## src/rtl/if_stage.sv

```systemverilog
// if_stage: instruction-fetch stage and IF/ID pipeline register.
//
// Holds the fetch PC and drives a ready-gated instruction-memory port.
// Fetched words go to decode through the IF/ID register (inst/dpc4/dvalid).
// Decode redirects (branch, jr, jump) take effect after one delay slot.
// When decode stalls, a one-entry hold buffer keeps the fetched word.
//
// Ports:
//   clk, rst          clock and synchronous active-high reset
//   pcsource          redirect select from decode (00 seq, 01 bpc, 10 ra, 11 jpc)
//   bpc, jpc, ra      redirect targets from decode
//   nostall           decode may consume the IF/ID instruction this cycle
//   imem_req/addr     fetch request and word address
//   imem_rdata/ready  fetch response
//   inst, dpc4        IF/ID instruction and its address + PC_INC
//   dvalid            IF/ID holds a real instruction
//   pc                current fetch PC (debug)
//
// state | meaning
// IDLE  | one cycle after reset, no request
// FETCH | request outstanding at pc
// HOLD  | fetched word parked in hold buffer, waiting for decode
module if_stage #(
  parameter logic [31:0] RESET_PC = 32'h0000_0000,
  parameter logic [31:0] PC_INC   = 32'd1,
  parameter logic [31:0] NOP_INST = 32'h0000_0000
) (
  input  logic        clk,
  input  logic        rst,
  input  logic [1:0]  pcsource,
  input  logic [31:0] bpc,
  input  logic [31:0] jpc,
  input  logic [31:0] ra,
  input  logic        nostall,
  output logic        imem_req,
  output logic [31:0] imem_addr,
  input  logic [31:0] imem_rdata,
  input  logic        imem_ready,
  output logic [31:0] inst,
  output logic [31:0] dpc4,
  output logic        dvalid,
  output logic [31:0] pc
);

  typedef enum logic [1:0] {
    S_IDLE  = 2'd0,
    S_FETCH = 2'd1,
    S_HOLD  = 2'd2
  } state_e;

  state_e      state_q, state_d;
  logic [31:0] pc_q, pc_d;
  logic [31:0] inst_q, inst_d;
  logic [31:0] dpc4_q, dpc4_d;
  logic        dvalid_q, dvalid_d;
  logic [31:0] hold_q, hold_d;
  logic        redir_v_q, redir_v_d;
  logic [31:0] redir_tgt_q, redir_tgt_d;

  logic        adv;
  logic        can_acc;
  logic        load;
  logic        redir;
  logic [31:0] word;
  logic [31:0] tgt;

  always_comb begin
    adv     = dvalid_q & nostall;
    can_acc = ~dvalid_q | nostall;
    redir   = adv & (pcsource != 2'b00);

    unique case (pcsource)
      2'b01:   tgt = bpc;
      2'b10:   tgt = ra;
      2'b11:   tgt = jpc;
      default: tgt = pc_q + PC_INC;
    endcase

    load = 1'b0;
    word = imem_rdata;
    if (state_q == S_FETCH) begin
      load = imem_ready & can_acc;
    end else if (state_q == S_HOLD) begin
      load = can_acc;
      word = hold_q;
    end
  end

  always_comb begin
    state_d     = state_q;
    pc_d        = pc_q;
    inst_d      = inst_q;
    dpc4_d      = dpc4_q;
    dvalid_d    = dvalid_q;
    hold_d      = hold_q;
    redir_v_d   = redir_v_q;
    redir_tgt_d = redir_tgt_q;

    unique case (state_q)
      S_IDLE:  state_d = S_FETCH;
      S_FETCH: begin
        if (imem_ready && !can_acc) begin
          hold_d  = imem_rdata;
          state_d = S_HOLD;
        end
      end
      S_HOLD:  begin
        if (can_acc) state_d = S_FETCH;
      end
      default: state_d = S_IDLE;
    endcase

    if (load) begin
      inst_d    = word;
      dpc4_d    = pc_q + PC_INC;
      dvalid_d  = 1'b1;
      redir_v_d = 1'b0;
      if (redir)          pc_d = tgt;
      else if (redir_v_q) pc_d = redir_tgt_q;
      else                pc_d = pc_q + PC_INC;
    end else if (adv) begin
      // Decode drained its slot with nothing to replace it: insert a bubble.
      // A redirect seen now is parked until the delay slot is loaded.
      dvalid_d = 1'b0;
      inst_d   = NOP_INST;
      if (redir) begin
        redir_tgt_d = tgt;
        redir_v_d   = 1'b1;
      end
    end
  end

  always_ff @(posedge clk) begin
    if (rst) begin
      state_q     <= S_IDLE;
      pc_q        <= RESET_PC;
      inst_q      <= NOP_INST;
      dpc4_q      <= 32'd0;
      dvalid_q    <= 1'b0;
      hold_q      <= 32'd0;
      redir_v_q   <= 1'b0;
      redir_tgt_q <= 32'd0;
    end else begin
      state_q     <= state_d;
      pc_q        <= pc_d;
      inst_q      <= inst_d;
      dpc4_q      <= dpc4_d;
      dvalid_q    <= dvalid_d;
      hold_q      <= hold_d;
      redir_v_q   <= redir_v_d;
      redir_tgt_q <= redir_tgt_d;
    end
  end

  // A second redirect cannot arrive before the delay slot reaches decode.
  always_ff @(posedge clk) begin
    if (!rst) assert (!(redir && redir_v_q));
  end

  assign imem_req  = (state_q == S_FETCH);
  assign imem_addr = pc_q;
  assign inst      = inst_q;
  assign dpc4      = dpc4_q;
  assign dvalid    = dvalid_q;
  assign pc        = pc_q;

endmodule

```

## config.mk

```make
export PLATFORM = sky130hd
export DESIGN_NAME = if_stage
export DESIGN_NICKNAME = d
export VERILOG_FILES = /design/src/rtl/if_stage.sv
export SDC_FILE = /design/constraint.sdc
export NUM_CORES = 1
export LEC_CHECK = 0
export ABC_AREA = 1
export ABC_CLOCK_PERIOD_IN_PS = 1730
export CAP_MARGIN = 20
export CELL_PAD_IN_SITES_DETAIL_PLACEMENT = 0
export CELL_PAD_IN_SITES_GLOBAL_PLACEMENT = 1
export CORE_UTILIZATION = 33
export DETAILED_ROUTE_END_ITERATION = 6
export PLACE_DENSITY_LB_ADDON = 0.1
export SYNTH_ARGS = -nofsm -noshare
export SYNTH_HDL_FRONTEND = slang
export SYNTH_SLANG_ARGS = --single-unit
```

## constraint.sdc

```tcl
create_clock -name clk -period 1.73 [get_ports clk]
set_input_delay 0.346 -clock clk [delete_from_list [all_inputs] [get_ports clk]]
set_output_delay 0.346 -clock clk [all_outputs]
set_load 0.02 [all_outputs]
```

==> flow_metrics.tcl <==
set metrics [dict create \
    grt_pass1_wl_um 51200 \
    cts_tree "done" \
    die_area_mm2 0.0270 \
    yosysTopAreaCell "dfxtp_1" \
    nets 1726 \
    r2r_cells 11 \
    yosysTopAreaCellShare_pct 37.8 \
    vias 9640 \
    gp_congestion 0.864 \
    setup.worst_path.end "redir_tgt_q[30]" \
    max_freq_mhz 571 \
    synthCells 1256 \
    dominantRegCellSynth "dfxtp_1" \
    ys_types 39 \
    finalSetupViolCount 1 \
    tightest_slew_ns 0.391 \
    worst_ir_drop_vdd_mv 0.618 \
    rsz0062_at_grt "yes" \
    hold_buffers 0 \
    path_clk_slew_ns 0.08 \
    finClkSkew_ns 0.0137 \
    synthesis.area_mm2 0.00868 \
    grt.overflow.total 0 \
    timing.max_cap.violations 0 \
    io_pins 264 \
    synth_edf_count 0 \
    cts.sinks 164 \
    start_util_pct 34.1 \
    pre_cts_slack_ns -0.437 \
    antenna_left 0 \
    min_period_ns 1.75 \
    async_flop_share_pct 0 \
    timing.rr.end "redir_tgt_q[30]" \
    post_drt_wl_per_cell_um 17.4 \
    worst_ep_required_time_ns 2.04 \
    syn_area_per_cell_um2 6.91 \
    rows 58 \
    first_iter_violations 558 \
    finalHoldViolCount 0 \
    htreeDepth 4 \
    setup_tns_ns -0.0215 \
    core_area_mm2 0.0255 \
    drc_errors 0 \
    cts_inserted_buffers 17 \
    p_leak_nw 6.36 \
    yosysWarnings 0 \
    endpoint_kind "register" \
    multi_input_area_mm2 0.00469 \
    violations "setup timing" \
    syn-num-nets 1391 \
    drive_above_1_share_pct 18.8 \
    io_buffers 263 \
    clock_tree.buffer_depth 2 \
    finalPower_w 0.0102 \
    grt_max_degree 38 \
    chipHeight_um 164 \
    arrival_ns 2.07 \
    nFillCells 2573 \
    hpwl_um 25200 \
    status "finished, violations left" \
    dieWidth_um 164 \
    fin_ws_ns -0.0215 \
    first_pass_iters 5 \
    finalCritPeriodShare_pct 101 \
    slew_headroom_pct 73.9 \
    critPathLaunchType "register" \
    slew_viol_final 0 \
    drt-vias-per-instance 4.98 \
    seqCellArea_mm2 0.00332 \
    cp_max_fo 4 \
    globalRouteTotalUtil_pct 25.1 \
    area_delta_synth_final_pct 53.6 \
    cp-startpoint "imem_addr[1]" \
    synth-seq-cells 164 \
    diodes 0 \
    finalWirelength_um 33600 \
    reg2reg_from "imem_addr[1]" \
    postLayoutCellArea_mm2 0.0133 \
    grt_pass1_vias 9199 \
    reg2reg_slack_ns -0.02 \
    dpl-instance-area_mm2 0.0125 \
    synthTopCellsByArea "dfxtp_1 (38%), nand2_1 (11%), o21ai_0 (9.2%)" \
    grt_antenna_before_repair 0 \
    clk_latency_ns 0.43 \
    hold_path_class "register to register" \
    cts_root_buf "clkbuf_16" \
    ys_seq_area_share_pct 37.8 \
    path_class "register to register" \
    powerDensity_mw_per_mm2 764 \
]
## worst min-delay path by stage
stage                from  depth (start not counted)    endpoint  slack [ns]
6_report       hold_q[25]                          2  hold_q[25]        0.45
5_1_grt        hold_q[29]                          2  hold_q[29]        0.47
4_1_cts        hold_q[23]                          2  hold_q[23]        0.45
3_5_place_dp   hold_q[23]                          2  hold_q[23]        0.44
3_3_place_gp   hold_q[23]                          2  hold_q[23]        0.43
2_1_floorplan  hold_q[23]                          2  hold_q[23]        0.42
## sequential cells by signal, indices dropped and copies added, names as in the netlist
register / cells
dpc4: 32
hold_q: 32
imem_addr: 32
inst: 32
redir_tgt_q: 32
state_q: 2
dvalid: 1
redir_v_q: 1
## cell type report
cell class              count  share of cell area (%)
inverters                  89                    2.51
clock buffers              17                    3.19
repair buffers            423                    29.6
multi-input cells         896                    35.2
clock inverters            15                    1.54
flip-flops and latches    164                    24.9
well taps                 330                    3.10
## cells by family (layout without fill, tap and decap cells)
logic type | after synthesis | count (layout) | synth area share (%)
DFF | 164 | 164 | 37.8
and+or+nand+nor | 553 | 553 | 27.7
muxes | 28 | 28 | 3.23
adders and majority gates | 1 | 1 | 0.144
buffers and inverters | 196 | 544 | 11.1
xor gates and xnor gates | 10 | 10 | 1.01
AOI/OAI and AO/OA | 304 | 304 | 19.0
## layout by cell type, fill, tap and decap left out, types with 8 or more instances in the layout
cell type and n:
nand2_1 224, nor2_1 164, o21ai_0 155, dfxtp_1 145, buf_4 141, clkdlybuf4s50_1 131, dlygate4sd2_1 107, inv_1 81
nand3_1 77, a21oi_1 73, mux2i_1 28, nand2_2 22, o21ai_1 19, buf_12 19, nor2_4 17, a31oi_1 17
clkbuf_16 17, nand4_1 15, dfxtp_2 14, dlymetal6s2s_1 13, nor2_2 9, a22o_1 9, o211ai_1 9, nand3_2 8
clkdlybuf4s15_1 8
## cell usage after synthesis, types with 3 or more instances
master	instances
nor2_1	175
buf_6	4
nor2_4	12
a22o_1	9
clkbuf_1	29
a21oi_1	76
dfxtp_1	164
nand2_1	245
nand3_2	4
a211oi_1	3
o21ai_0	160
a31oi_1	17
mux2i_1	28
o211ai_1	9
xor2_1	5
nand2_2	6
inv_2	6
nand3b_1	5
xnor2_1	5
inv_1	82
o21ai_1	17
a221oi_1	6
buf_2	28
nand3_1	82
buf_1	3
nor2_2	3
nand4_1	15
buf_4	42
## power by group
group	switching, W	internal, W
Sequential	0.000116	0.00393
Combinational	0.00110	0.000957
Clock	0.00185	0.00223
Total	0.00307	0.00712
## stage by stage
step	util [%]	std cells	hold slack, ns
3_5_place_dp	49.0	1894	0.441
4_1_cts	51.1	1926	0.451
6_report	52.4	1934	0.450
2_1_floorplan	-	1256	0.425
3_3_place_gp	49.0	1894	0.433
5_1_grt	52.4	1934	0.469
## routing by layer
metal  share of wire (%)  vias to the layer above  GRT usage, %
li1                    -                     4806             -
met1                  45                     4537          33.3
met2                  48                      267          42.2
met3                 4.8                       30          4.09
met4                 1.8                        0          6.44
met5                   0                        -             0
## what timing repair did
| item | 4_1_cts | 5_1_grt |
|---|---|---|
| pin swaps | 2 | 21 |
| setup endpoints to repair | 133 | 91 |
| buffers inserted | 0 | 8 |
| resized for setup | 134 | 103 |
## worst max-delay path, stage by stage (launching register included)
cell and delay (ns):
dfxtp_4 0.38, ha_4 0.15, nand2_4 0.05, nor2_4 0.18, nand2_2 0.12, nor2_4 0.21
buf_4 0.15, nand2_1 0.05, nand2_1 0.11, nand3_1 0.08, nand2_1 0.08, a21oi_1 0.06
No activity file was read; power rests on OpenSTA's default activity.
